<file path="config.mk">
export PLATFORM = sky130hd
export DESIGN_NAME = rst_pulse_gen_flat
export DESIGN_NICKNAME = d
export VERILOG_FILES = /design/src/rtl/rst_pulse_gen_pkg.sv /design/src/rtl/rst_pulse_gen_if.sv /design/src/rtl/rst_pulse_gen_sync.sv /design/src/rtl/rst_pulse_gen.sv /design/src/flat_wrapper.sv
export SDC_FILE = /design/constraint.sdc
export NUM_CORES = 1
export LEC_CHECK = 0
export CAP_MARGIN = 25
export CORE_AREA = 4 4 41 43
export CTS_BUF_LIST = sky130_fd_sc_hd__clkbuf_8
export CTS_CLUSTER_DIAMETER = 150
export CTS_CLUSTER_SIZE = 40
export DETAILED_ROUTE_END_ITERATION = 7
export DIE_AREA = 0 0 45 47
export PLACE_DENSITY = 0.74
export SYNTH_ARGS = -nofsm -noshare
export SYNTH_HDL_FRONTEND = slang
export SYNTH_HIERARCHICAL = 1
export SYNTH_SLANG_ARGS = --single-unit
</file>
<file path="constraint.sdc">
create_clock -name clk -period 3.4 [get_ports clk]
set_input_delay 0.51 -clock clk [delete_from_list [all_inputs] [get_ports clk]]
set_output_delay 0.51 -clock clk [all_outputs]
set_load 0.05 [all_outputs]
</file>
<file path="src/rtl/rst_pulse_gen_pkg.sv">
// Shared types for the reset sequencer: FSM state encoding and reset-cause codes.
package rst_pulse_gen_pkg;

  typedef enum logic [1:0] {
    HOLD     = 2'd0,
    RUN      = 2'd1,
    ACK_WAIT = 2'd2
  } rst_state_e;

  typedef enum logic [1:0] {
    CAUSE_POR = 2'b00,
    CAUSE_EXT = 2'b01,
    CAUSE_SW  = 2'b10
  } rst_cause_e;

endpackage

</file>
<file path="src/rtl/rst_pulse_gen_if.sv">
// Request/acknowledge and reset-output bundle of rst_pulse_gen.
// evt_cnt (and EVT_CNT_W) exist only when RST_PULSE_GEN_EVT_CNT_EN is defined.
interface rst_pulse_gen_if
`ifdef RST_PULSE_GEN_EVT_CNT_EN
  #(parameter int unsigned EVT_CNT_W = 8)
`endif
  ;
  import rst_pulse_gen_pkg::*;

  logic       ext_rst_req;
  logic       sw_rst_req;
  logic       sw_rst_ack;
  logic       rst_n_out;
  rst_cause_e rst_cause;
`ifdef RST_PULSE_GEN_EVT_CNT_EN
  logic [EVT_CNT_W-1:0] evt_cnt;

  modport master (output ext_rst_req, sw_rst_req,
                  input  sw_rst_ack, rst_n_out, rst_cause, evt_cnt);
  modport slave  (input  ext_rst_req, sw_rst_req,
                  output sw_rst_ack, rst_n_out, rst_cause, evt_cnt);
`else
  modport master (output ext_rst_req, sw_rst_req,
                  input  sw_rst_ack, rst_n_out, rst_cause);
  modport slave  (input  ext_rst_req, sw_rst_req,
                  output sw_rst_ack, rst_n_out, rst_cause);
`endif

endinterface

</file>
<file path="src/rtl/rst_pulse_gen_sync.sv">
// SYNC_STAGES-deep single-bit synchronizer with async active-high clear to 0.
module rst_sync #(
  parameter int unsigned SYNC_STAGES = 2
) (
  input  logic clk,
  input  logic rst,
  input  logic d_i,
  output logic q_o
);

  logic [SYNC_STAGES-1:0] sync_q;

  always_ff @(posedge clk or posedge rst) begin
    if (rst) begin
      sync_q <= '0;
    end else begin
      sync_q <= {sync_q[SYNC_STAGES-2:0], d_i};
    end
  end

  assign q_o = sync_q[SYNC_STAGES-1];

endmodule

</file>
<file path="src/rtl/rst_pulse_gen.sv">
// Reset sequencer: merges POR, async external and handshaked software requests
// into a minimum-width active-low reset. Optional event counter: RST_PULSE_GEN_EVT_CNT_EN.
module rst_pulse_gen
  import rst_pulse_gen_pkg::*;
#(
  parameter int unsigned MIN_LOW_CYCLES = 6,
  parameter int unsigned SYNC_STAGES    = 2
`ifdef RST_PULSE_GEN_EVT_CNT_EN
  , parameter int unsigned EVT_CNT_W    = 8
`endif
) (
  input logic             clk,
  input logic             rst,
  rst_pulse_gen_if.slave  bus
);

  localparam int unsigned     CNT_W   = $clog2(MIN_LOW_CYCLES + 1);
  localparam logic [CNT_W-1:0] CNT_MAX = CNT_W'(MIN_LOW_CYCLES);

  rst_state_e       state_q, state_d;
  logic [CNT_W-1:0] hold_cnt_q, hold_cnt_d;
  logic             rst_n_q, rst_n_d;
  logic             ack_q, ack_d;
  rst_cause_e       cause_q, cause_d;
  logic             enter_hold;
  logic             ext_sync;

  rst_sync #(.SYNC_STAGES(SYNC_STAGES)) u_ext_sync (
    .clk (clk),
    .rst (rst),
    .d_i (bus.ext_rst_req),
    .q_o (ext_sync)
  );

  always_ff @(posedge clk or posedge rst) begin
    if (rst) begin
      state_q    <= HOLD;
      hold_cnt_q <= '0;
      rst_n_q    <= 1'b0;
      ack_q      <= 1'b0;
      cause_q    <= CAUSE_POR;
    end else begin
      state_q    <= state_d;
      hold_cnt_q <= hold_cnt_d;
      rst_n_q    <= rst_n_d;
      ack_q      <= ack_d;
      cause_q    <= cause_d;
    end
  end

  always_comb begin
    state_d    = state_q;
    hold_cnt_d = hold_cnt_q;
    rst_n_d    = rst_n_q;
    ack_d      = ack_q;
    cause_d    = cause_q;
    enter_hold = 1'b0;

    unique case (state_q)
      HOLD: begin
        // An active external request pins the count at zero, even when the window has just completed.
        if (ext_sync) begin
          hold_cnt_d = '0;
          cause_d    = CAUSE_EXT;
        end else if (hold_cnt_q == CNT_MAX) begin
          rst_n_d = 1'b1;
          if (bus.sw_rst_req) begin
            state_d = ACK_WAIT;
            ack_d   = 1'b1;
          end else begin
            state_d = RUN;
          end
        end else begin
          hold_cnt_d = hold_cnt_q + 1'b1;
        end
      end
      RUN: begin
        if (ext_sync) begin
          enter_hold = 1'b1;
          cause_d    = CAUSE_EXT;
        end else if (bus.sw_rst_req) begin
          enter_hold = 1'b1;
          cause_d    = CAUSE_SW;
        end
      end
      ACK_WAIT: begin
        if (ext_sync) begin
          enter_hold = 1'b1;
          cause_d    = CAUSE_EXT;
        end else if (!bus.sw_rst_req) begin
          state_d = RUN;
          ack_d   = 1'b0;
        end
      end
      default: state_d = HOLD;
    endcase

    if (enter_hold) begin
      state_d    = HOLD;
      rst_n_d    = 1'b0;
      hold_cnt_d = '0;
      ack_d      = 1'b0;
    end
  end

  assign bus.rst_n_out  = rst_n_q;
  assign bus.sw_rst_ack = ack_q;
  assign bus.rst_cause  = cause_q;

`ifdef RST_PULSE_GEN_EVT_CNT_EN
  logic [EVT_CNT_W-1:0] evt_q, evt_d;

  always_ff @(posedge clk or posedge rst) begin
    if (rst) begin
      evt_q <= '0;
    end else begin
      evt_q <= evt_d;
    end
  end

  always_comb begin
    evt_d = evt_q;
    if (enter_hold && (evt_q != '1)) begin
      evt_d = evt_q + 1'b1;
    end
  end

  assign bus.evt_cnt = evt_q;
`endif

endmodule

</file>
<file path="src/flat_wrapper.sv">
// flat-port wrapper written by rule: the top's interface ports become plain ports
module rst_pulse_gen_flat import rst_pulse_gen_pkg::*;
#(
  parameter int unsigned MIN_LOW_CYCLES = 6,
  parameter int unsigned SYNC_STAGES    = 2

)
  (clk, rst, bus_ext_rst_req, bus_sw_rst_req, bus_sw_rst_ack, bus_rst_n_out, bus_rst_cause);
  rst_pulse_gen_if bus_i ();
  input logic clk;
  input logic rst;
  input wire logic [$bits(bus_i.ext_rst_req)-1:0] bus_ext_rst_req;
  input wire logic [$bits(bus_i.sw_rst_req)-1:0] bus_sw_rst_req;
  output wire logic [$bits(bus_i.sw_rst_ack)-1:0] bus_sw_rst_ack;
  output wire logic [$bits(bus_i.rst_n_out)-1:0] bus_rst_n_out;
  output wire logic [$bits(bus_i.rst_cause)-1:0] bus_rst_cause;
  assign bus_i.ext_rst_req = bus_ext_rst_req;
  assign bus_i.sw_rst_req = bus_sw_rst_req;
  assign bus_sw_rst_ack = bus_i.sw_rst_ack;
  assign bus_rst_n_out = bus_i.rst_n_out;
  assign bus_rst_cause = bus_i.rst_cause;
  rst_pulse_gen #(.MIN_LOW_CYCLES(MIN_LOW_CYCLES), .SYNC_STAGES(SYNC_STAGES)) u_core (.clk(clk), .rst(rst), .bus(bus_i));
endmodule
</file>
==> metrics.md, run 1 <==
| Metric | Value |
|---|---|
| CP max FO | `2` |
| Sw Ratio | `41.3%` |
| Post-Route WL | `around 1100 µm` |
| Cell Rows | `13` |
| Post-synthesis sequential area ratio | `45.3%` |
| Least-Margin Pin Slew | `approximately 0.50 ns` |
| Starting Density | `between 40% and 50%` |
| Worst path buffer plus inverter count | `1` |
| DRT iter0 DRCs | `32` |
| Post-route antenna net violation count | `0` |
| Number of synthesized flops with an enable pin | `0` |
| Chip height | `around 47 µm` |
| Fill count | `127` |
| Clk network pwr share | `21.2%` |
| Final Max Slew Viols | `0` |
| Core footprint | `between 1000 and 1500 µm²` |
| Cts bufs inserted | `3` |
| Routed length per placed instance | `around 13 µm` |
| CTS root buffer | `clkbuf_8` |
| TritonCTS Sinks | `11` |
| Clk slew on worst S/H paths | `0.05 ns` |
| CTS tree | `yes` |
| Crit. End Element | `output pin` |
| Crit path launch type | `flop` |
| GPL Wtd Cong | `between 0.7 and 0.8` |
| Fmax | `approximately 520 MHz` |
| Synth top area cells | `dfrtp_1 (45%), ha_1 (14%), inv_1 (5.6%)` |
| Total grt overflow | `0` |
| TritonRoute pass-1 iters | `4` |
| Synth cell count leaders | `dfrtp_1 (11), inv_1 (9), ha_1 (7)` |
| Peak supply drop | `between 0.6 and 0.7 mV` |
| Synth cell types | `23` |
| Ant diodes | `0` |
| Port Buffers | `7` |
| Top Ports | `8` |
| Worst skew pair latency | `0.24 ns` |
| Vias in the first global route | `between 400 and 500` |
| CP Data Required Time | `approximately 2.9 ns` |
| Largest net degree at the start of global routing | `10` |
| RSZ-0062 raised after global routing | `false` |
| Hold_buf cts | `0` |
| Final clock skew | `~0.0028 ns` |
| CTS max path bufs | `2` |
| Flops & latches, synth | `11` |
| Postcts setup bufs | `0` |
| Antenna violations before repair | `0` |
| Mapped Area | `between 600 and 700 µm²` |
| Die X | `45 µm` |
| Slowest cell delay on critical path | `around 0.80 ns` |
| Power Density | `833 nW/µm²` |
| Minimum clock period | `~1.9 ns` |
| Logic pwr share | `46.6%` |
| Drt drc | `0` |
| Hold_ws | `roughly 0.34 ns` |
| Vias | `about 460` |
| Final hold viol count | `0` |
| H-tree Lvls | `1` |
| Fin Setup TNS | `0 ns` |
| Post-CTS Resized | `0` |
| Ys Warns | `6` |
| Mean Syn Cell Area | `around 10 µm²` |
| HPWL Detailed | `roughly 830 µm` |
| Sequential fraction of design power | `between 30 and 40%` |
| Prevailing post-synth register cell | `dfrtp_1` |
| Int Pwr | `between 0.3 and 0.4 mW` |
| Critical path type | `flop to output pin` |
| Total of max-cap violations | `0` |
| Worst-path cell chain | `clkdlybuf4s50_1` |
| Final nets | `84` |
| First-pass GRT wire length | `around 2000 µm` |
| Static Leakage | `~0.36 nW` |
| Switch Pwr | `0.256 mW` |
| Top delay family on crit path | `buffers and inverters` |
| Asr flop ratio synth | `between 90% and 100%` |
| Min-delay worst type | `flop to flop` |
| Slew headroom | `roughly 67%` |
| DR vias/cell | `around 5.3` |
| Mapped Cells | `~60` |
| Crit path DAT | `~1.4 ns` |
| Fin crit share | `a little under three fifths` |
| Top-count cell post-synth | `dfrtp_1` |
| Synth top area share | `between 40% and 50%` |
| Synth-to-layout area growth | `22.2%` |
| Status | `finished, final reports clean` |
| Layout cells sized above 1 | `between 8 and 9%` |
| Biggest area consumer among synthesized cells | `dfrtp_1` |
| Critical-path top delay cell | `clkdlybuf4s50_1` |
| Net Count, Synth | `72` |
| GRT Total Usage | `12.9%` |
| Die Area | `roughly 2100 µm²` |
| Final setup viols | `0` |
## layout by cell type (no fill, tap or decap), types with 2 or more instances in the layout
cell type / synthesis / routed
nand3b_1: 2 / 2
nand3_1: 3 / 3
dfrtp_1: 11 / 11
clkbuf_8: 0 / 3
o21ai_0: 3 / 3
nand2_1: 2 / 2
mux2i_1: 2 / 2
o211ai_1: 2 / 2
ha_1: 7 / 7
inv_1: 9 / 9
nor2_1: 2 / 2
clkdlybuf4s50_1: 0 / 7
a21oi_1: 5 / 5
nor3_1: 2 / 2
## cell families (layout without fill, tap and decap cells)
group / after synthesis / count (layout) / share of synthesized area [%]
AO/OA/AOI/OAI: 16 / 16 / 17.1
adder cells (fa/ha/maj): 7 / 7 / 14.4
flip-flops: 11 / 11 / 45.3
multiplexers: 2 / 2 / 3.29
AND/OR/NAND/NOR: 15 / 15 / 13.8
buffers and inverters: 10 / 21 / 6.17
## sequential cells by signal, summed over array words and instances (netlist names)
signal	count
u_core/bus.rst_cause	2
u_core/bus.rst_n_out	1
u_core/bus.sw_rst_ack	1
u_core/hold_cnt_q	3
u_core/state_q	2
u_core/u_ext_sync/sync_q	2
## stage by stage
step	utilization (%)	power, mW	instance area [µm²]	setup WS (ns)	instances
floorplan	-	0.414	608	1.87	61
global placement	53.6	0.485	697	1.63	83
detailed placement	53.6	0.490	697	1.58	83
CTS	57.1	0.625	743	1.48	87
global route	57.1	0.668	743	1.44	87
finish	57.1	0.619	743	1.49	87
## power groups by stage
stage / Sequential, mW / Clock [mW] / Combinational, mW
floorplan: 0.247 / 0 / 0.167
global placement: 0.202 / 0 / 0.284
detailed placement: 0.202 / 0 / 0.288
CTS: 0.201 / 0.134 / 0.290
global route: 0.208 / 0.141 / 0.320
finish: 0.199 / 0.131 / 0.289
## worst paths after layout
kind,start,to,slack [ns],cells past startpoint
max,u_core/bus.rst_n_out,bus_rst_n_out,1.49,1
min,u_core/u_ext_sync/sync_q[0],u_core/u_ext_sync/sync_q[1],0.34,0
max reg2reg,u_core/state_q[0],u_core/hold_cnt_q[1],1.72,5
min reg2reg,u_core/u_ext_sync/sync_q[0],u_core/u_ext_sync/sync_q[1],0.34,0
max in group asynchronous,rst,u_core/state_q[0],2.59,2
min in group asynchronous,rst,u_core/u_ext_sync/sync_q[1],0.44,2
## layer usage
layer	up-vias	wire length, µm	global-route usage (%)
li1	239	-	-
met1	210	560	16.7
met2	12	462	19.2
met3	2	78	6.51
met4	0	7	3.51
met5	-	0	0
## cell type report
type / instances / area (µm²) / area share [%]
timing repair buffer: 7 / 70.1 / 9.43
sequential: 11 / 275 / 37.0
tap: 15 / 18.8 / 2.53
multi-input combinational: 40 / 295 / 39.7
clock inverter: 1 / 5.00 / 0.673
clock buffer: 3 / 41.3 / 5.56
inverter: 10 / 37.5 / 5.05
No activity file was read; power rests on OpenSTA's default activity.
==> inputs of run 2 (changes only) <==
--- a/config.mk
+++ b/config.mk
@@ -12,7 +12,7 @@
 export CTS_CLUSTER_SIZE = 40
 export DETAILED_ROUTE_END_ITERATION = 7
 export DIE_AREA = 0 0 45 47
-export PLACE_DENSITY = 0.74
+export PLACE_DENSITY = 0.77
 export SYNTH_ARGS = -nofsm -noshare
 export SYNTH_HDL_FRONTEND = slang
 export SYNTH_HIERARCHICAL = 1
==> constraint.sdc (replaced) <==
create_clock -name clk -period 1.6 [get_ports clk]
set_input_delay 0.24 -clock clk [delete_from_list [all_inputs] [get_ports clk]]
set_output_delay 0.24 -clock clk [all_outputs]
set_load 0.05 [all_outputs]
==> metrics.md, run 2 (synthesis results as in run 1) <==
| Metric | Value |
|---|---|
| Slowest cell delay on critical path | `0.50 ns (-0.30 ns)` |
| Chip height | `47 µm (unchanged)` |
| Synth-to-layout area growth | `26.1%` |
| Post-route antenna net violation count | `0 (unchanged)` |
| CP Launch Point | `u_core/state_q[1]` |
| Ant diodes | `0 (unchanged)` |
| Cells on worst reg2reg path | `5 (unchanged)` |
| CTS tree | `yes` |
| Die Area | `2120 µm² (unchanged)` |
| Port Buffers | `7 (unchanged)` |
| Antenna violations before repair | `0 (unchanged)` |
| Fin Setup TNS | `0 ns (unchanged)` |
| Leading cell type in the layout, fill and taps excluded | `dfrtp_1` |
| GPL Wtd Cong | `0.878 (+13%)` |
| DP Area | `702 µm² (+0.72%)` |
| Hold_ws | `0.175 ns (-0.170 ns)` |
| Largest register FFs | `3 (unchanged)` |
| Drt drc | `0 (unchanged)` |
| DRT iter0 DRCs | `9 (-72%)` |
| Reg with most FFs | `u_core/hold_cnt_q` |
| Hold_buf cts | `0 (unchanged)` |
| CP Data Required Time | `1.77 ns (-1.12 ns)` |
| Top Ports | `8 (unchanged)` |
| TritonRoute pass-1 iters | `4 (unchanged)` |
| Power Density | `1780 nW/µm² (+110%)` |
| Worst path buffer plus inverter count | `2 (+1)` |
| RR Startpoint | `u_core/state_q[1]` |
| GRT Total Usage | `16.2% (+3.2 points)` |
| Largest net degree at the start of global routing | `10 (unchanged)` |
| Min-delay worst type | `input port to asynchronous set/reset pin` |
| Final setup viols | `0 (unchanged)` |
| DR vias/cell | `5.67 (+6.5%)` |
| Final nets | `88 (+4.8%)` |
| Worst r2r dst | `u_core/hold_cnt_q[1]` |
| CTS root buffer | `clkbuf_8` |
| First-pass GRT wire length | `2230 µm (+14%)` |
| Cts bufs inserted | `3 (unchanged)` |
| Clk slew on worst S/H paths | `0.05 ns (about the same)` |
| Slew headroom | `77.3% (+11 points)` |
| Final clock skew | `0.00308 ns (+0.000314 ns)` |
| TritonCTS Sinks | `11 (unchanged)` |
| Status | `finished, final reports clean` |
| Crit path launch type | `flop` |
| Critical-path top delay cell | `or4_1` |
| Minimum clock period | `about 1.5 ns` |
| Most frequent cells in the layout | `dfrtp_1 (11), inv_1 (9), buf_4 (8)` |
| Cell Rows | `13 (unchanged)` |
| Top delay family on crit path | `simple AND/OR/NAND/NOR gates` |
| Critical path type | `flop to flop` |
| Starting Density | `46.7% (unchanged)` |
| Final hold viol count | `0 (unchanged)` |
| Peak supply drop | `0.887 mV (+48%)` |
| H-tree Lvls | `1 (unchanged)` |
| Crit. End Element | `flop` |
| Core Util, Final | `58.9% (+1.8 points)` |
| Crit path DAT | `1.67 ns (+0.27 ns)` |
| Final instance area | `767 µm² (+3.2%)` |
| Reg area | `275 µm² (unchanged)` |
| Core footprint | `1300 µm² (unchanged)` |
| Total Power | `1.37 mW (+120%)` |
| Worst skew pair latency | `0.24 ns (about the same)` |
| Post-Route WL | `1280 µm (+15%)` |
| Footprint of the multi-input gates | `300 µm² (+1.7%)` |
| Layout cells sized above 1 | `21.1% (+13 points)` |
| Total grt overflow | `0 (unchanged)` |
| CTS max path bufs | `2 (unchanged)` |
| Die X | `45 µm (unchanged)` |
| Static Leakage | `0.387 nW (+6.4%)` |
| Vias | `516 (+11%)` |
| Fin crit share | `between 90 and 100%` |
| Fmax | `roughly 670 MHz` |
| R2r setup slk | `0.10 ns (-1.62 ns)` |
| Total of max-cap violations | `0 (unchanged)` |
| Final Max Slew Viols | `0 (unchanged)` |
| CP max FO | `7 (+5)` |
| HPWL Detailed | `907 µm (+9.0%)` |
| Least-Margin Pin Slew | `0.339 ns (-0.161 ns)` |
| Vias in the first global route | `508 (+10%)` |
| Worst-path cell chain | `inv_1 > ha_2 > inv_2 > or4_1 > a21oi_1` |
| Routed length per placed instance | `14.1 µm (+10%)` |
| Fill count | `108 (-15%)` |
run 2: cell count changes in the layout (fill, tap and decap cells not counted):
cell	previous run	this run
buf_4	0	8
clkdlybuf4s50_1	7	3
clkinv_2	1	0
ha_1	7	6
ha_2	0	1
inv_2	1	2
nand2_1	2	1
nand2_2	0	1
run 2: through the flow:
step                      std cells  setup WS [ns]
after floorplan                  61         0.0715
after global placement           85          0.140
after detailed placement         85         0.0790
after CTS                        89         0.0657
after global routing             91        -0.0284
final                            91          0.102
run 2: per-layer routing:
layer / GRT usage [%] / routed length [µm] / part of all wire, %
met3: 6.90 / 64 / 5.0
met2: 25.4 / 651 / 51
met1: 16.5 / 512 / 40
met5: 0 / 0 / 0
met4: 14.0 / 52 / 4.1
run 2: worst max-delay path by stage:
stage / endpoint / slack (ns) / depth (start not counted)
2_1_floorplan: u_core/hold_cnt_q[1] / 0.07 / 5
3_3_place_gp: u_core/hold_cnt_q[1] / 0.14 / 5
3_5_place_dp: u_core/hold_cnt_q[2] / 0.08 / 5
4_1_cts: u_core/hold_cnt_q[2] / 0.07 / 5
5_1_grt: u_core/state_q[0] / -0.03 / 6
6_report: u_core/hold_cnt_q[1] / 0.10 / 5
run 2: where the power goes:
group	internal, mW	switching, mW	total (mW)
clock network	0.169	0.107	0.276
registers	0.362	0.0658	0.428
logic	0.265	0.400	0.665
run 2: final cells by class:
class	instances	area share, %
clock buffer	3	5.38
clock inverter	1	0.489
inverter	10	4.89
multi-input combinational	40	39.2
sequential	11	35.9
tap	15	2.45
timing repair buffer	11	11.7
run 2: timing repair:
item                                   4_1_cts  5_1_grt
endpoints found under the hold margin        0        0
buffers inserted                             0        2
setup endpoints to repair                    0        4
gates resized for setup                      0        3
==> inputs of run 3 (changes only) <==
--- a/config.mk
+++ b/config.mk
@@ -13,6 +13,7 @@
 export DETAILED_ROUTE_END_ITERATION = 7
 export DIE_AREA = 0 0 45 47
 export PLACE_DENSITY = 0.77
+export SETUP_SLACK_MARGIN = 0.15
 export SYNTH_ARGS = -nofsm -noshare
 export SYNTH_HDL_FRONTEND = slang
 export SYNTH_HIERARCHICAL = 1
==> metrics.md, run 3 (synthesis results as in run 1) <==
| Metric | Value |
|---|---|
| Status | `finished, final reports clean` |
| R2r setup slk | `0.04 ns (-0.07 ns)` |
| Slowest cell delay on critical path | `0.41 ns (-0.09 ns)` |
| Worst path buffer plus inverter count | `1 (-1)` |
| Max Used Layer | `met4` |
| Peak supply drop | `1.42 mV (+60%)` |
| CP max FO | `4 (-3)` |
| Clk slew on worst S/H paths | `0.05 ns (about the same)` |
| Port Buffers | `7 (unchanged)` |
| CTS tree | `yes` |
| Power Density | `1900 nW/µm² (+6.4%)` |
| Post-Route WL | `1770 µm (+38%)` |
| GRT Total Usage | `17.5% (+1.4 points)` |
| Antenna violations before repair | `0 (unchanged)` |
| Largest register FFs | `3 (unchanged)` |
| DR vias/cell | `5.87 (+3.5%)` |
| Top Ports | `8 (unchanged)` |
| Met2 WL | `836 µm (+28%)` |
| Total of max-cap violations | `0 (unchanged)` |
| Core footprint | `1300 µm² (unchanged)` |
| Reg with most FFs | `u_core/hold_cnt_q` |
| Worst r2r dst | `u_core/state_q[1]` |
| Metal3 WL | `158 µm (+150%)` |
| Starting Density | `46.7% (unchanged)` |
| Total Power | `1.79 mW (+31%)` |
| Final instance area | `945 µm² (+23%)` |
| Layout cells sized above 1 | `48.8% (+28 points)` |
| Largest net degree at the start of global routing | `10 (unchanged)` |
| Critical path type | `flop to flop` |
| Critical path depth | `5 (unchanged)` |
| TritonRoute pass-1 iters | `4 (unchanged)` |
| Synth-to-layout area growth | `55.3%` |
| Crit. End Element | `flop` |
| Die Area | `2120 µm² (unchanged)` |
| RR Startpoint | `u_core/hold_cnt_q[1]` |
| DP Worst Slack | `0.0643 ns (-0.0147 ns)` |
| Final Max Slew Viols | `0 (unchanged)` |
| Least-Margin Pin Slew | `0.359 ns (+0.0203 ns)` |
| Hold_ws | `0.168 ns (-0.00660 ns)` |
| Total grt overflow | `0 (unchanged)` |
| Worst skew pair latency | `0.24 ns (about the same)` |
| Cells on worst reg2reg path | `5 (unchanged)` |
| Final nets | `96 (+9.1%)` |
| Core Util, Final | `72.6% (+14 points)` |
| DRT iter0 DRCs | `37 (+28)` |
| HPWL Detailed | `902 µm (-0.58%)` |
| Hold_buf cts | `0 (unchanged)` |
| Fin crit share | `97.8% (+4.2 points)` |
| Final setup viols | `0 (unchanged)` |
| CP Launch Point | `u_core/hold_cnt_q[1]` |
| Drt drc | `0 (unchanged)` |
| Final hold viol count | `0 (unchanged)` |
| Min-delay worst type | `input port to asynchronous set/reset pin` |
| Worst-path cell chain | `ha_4 > and3b_2 > o211ai_1 > buf_4 > mux2i_1` |
| DP Area | `714 µm² (+1.8%)` |
| Minimum clock period | `1.56 ns (+0.0666 ns)` |
| Slew headroom | `76.0% (-1.3 points)` |
| Top delay family on crit path | `flip-flops` |
| Routed length per placed instance | `17.9 µm (+27%)` |
| Crit path DAT | `1.69 ns (+0.02 ns)` |
| RSZ-0062 raised after global routing | `true` |
| CTS max path bufs | `2 (unchanged)` |
| Final Non-Filler Cells | `99 (+8.8%)` |
| Chip height | `47 µm (unchanged)` |
| Post-Place Cells | `85 (unchanged)` |
| Ant diodes | `0 (unchanged)` |
| Static Leakage | `0.434 nW (+12%)` |
| Wire length on met1 | `693 µm (+35%)` |
| CTS root buffer | `clkbuf_8` |
| CP Data Required Time | `1.73 ns (-0.04 ns)` |
| Fin worst setup slack | `0.0352 ns (-0.0666 ns)` |
| Fin Setup TNS | `0 ns (unchanged)` |
| Fmax | `639 MHz (-4.3%)` |
| Most frequent cells in the layout | `buf_4 (16), dfrtp_1 (9), inv_1 (7)` |
| Leading cell type in the layout, fill and taps excluded | `buf_4` |
| TritonCTS Sinks | `11 (unchanged)` |
| Vias in the first global route | `540 (+6.3%)` |
| Fill count | `84 (-22%)` |
| Cell Rows | `13 (unchanged)` |
| Cts bufs inserted | `3 (unchanged)` |
| Critical-path top delay cell | `dfrtp_1` |
| First-pass GRT wire length | `2550 µm (+14%)` |
| H-tree Lvls | `1 (unchanged)` |
| Crit path capture | `u_core/state_q[1]` |
| Vias | `581 (+13%)` |
| Post-route antenna net violation count | `0 (unchanged)` |
| GPL Wtd Cong | `0.868 (-1.1%)` |
| Crit path launch type | `flop` |
| Die X | `45 µm (unchanged)` |
| Final clock skew | `0.00137 ns (-0.00171 ns)` |
## run 3: cell type report
class	instances	area, µm²	area share [%]
clock buffers	3	41.3	4.37
clock inverters	1	3.75	0.397
inverters	10	45.0	4.77
multi-input cells	40	408	43.2
flip-flops and latches	11	278	29.4
well taps	15	18.8	1.99
repair buffers	19	150	15.9
## run 3: layer usage
| layer | global-route usage [%] | vias up |
|---|---|---|
| met5 | 0 | - |
| met4 | 10.5 | 0 |
| met3 | 3.83 | 11 |
| met2 | 31.1 | 30 |
| met1 | 19.1 | 280 |
| li1 | - | 260 |
## run 3: power by group
group | total (mW) | leakage (nW) | switching, mW | internal, mW
clock network | 0.278 | 0.0269 | 0.109 | 0.169
registers | 0.455 | 0.137 | 0.0893 | 0.366
logic | 1.06 | 0.270 | 0.568 | 0.492
## run 3: worst min path at each step
| stage | from | endpoint | slack, ns | cells past startpoint |
|---|---|---|---|---|
| final | rst | u_core/u_ext_sync/sync_q[1] | 0.17 | 2 |
| after global routing | rst | u_core/u_ext_sync/sync_q[0] | 0.17 | 2 |
| after CTS | rst | u_core/u_ext_sync/sync_q[0] | 0.17 | 2 |
| after detailed placement | u_core/u_ext_sync/sync_q[0] | u_core/u_ext_sync/sync_q[1] | 0.35 | 0 |
| after global placement | u_core/u_ext_sync/sync_q[0] | u_core/u_ext_sync/sync_q[1] | 0.34 | 0 |
| after floorplan | rst | u_core/u_ext_sync/sync_q[0] | -0.02 | 1 |
## run 3: repair_timing
item | CTS | global route
gates resized for setup | 4 | 23
setup buffers | 6 | 4
gates cloned | 0 | 0
endpoints found under the setup margin | 5 | 9
pin swaps | 3 | 11
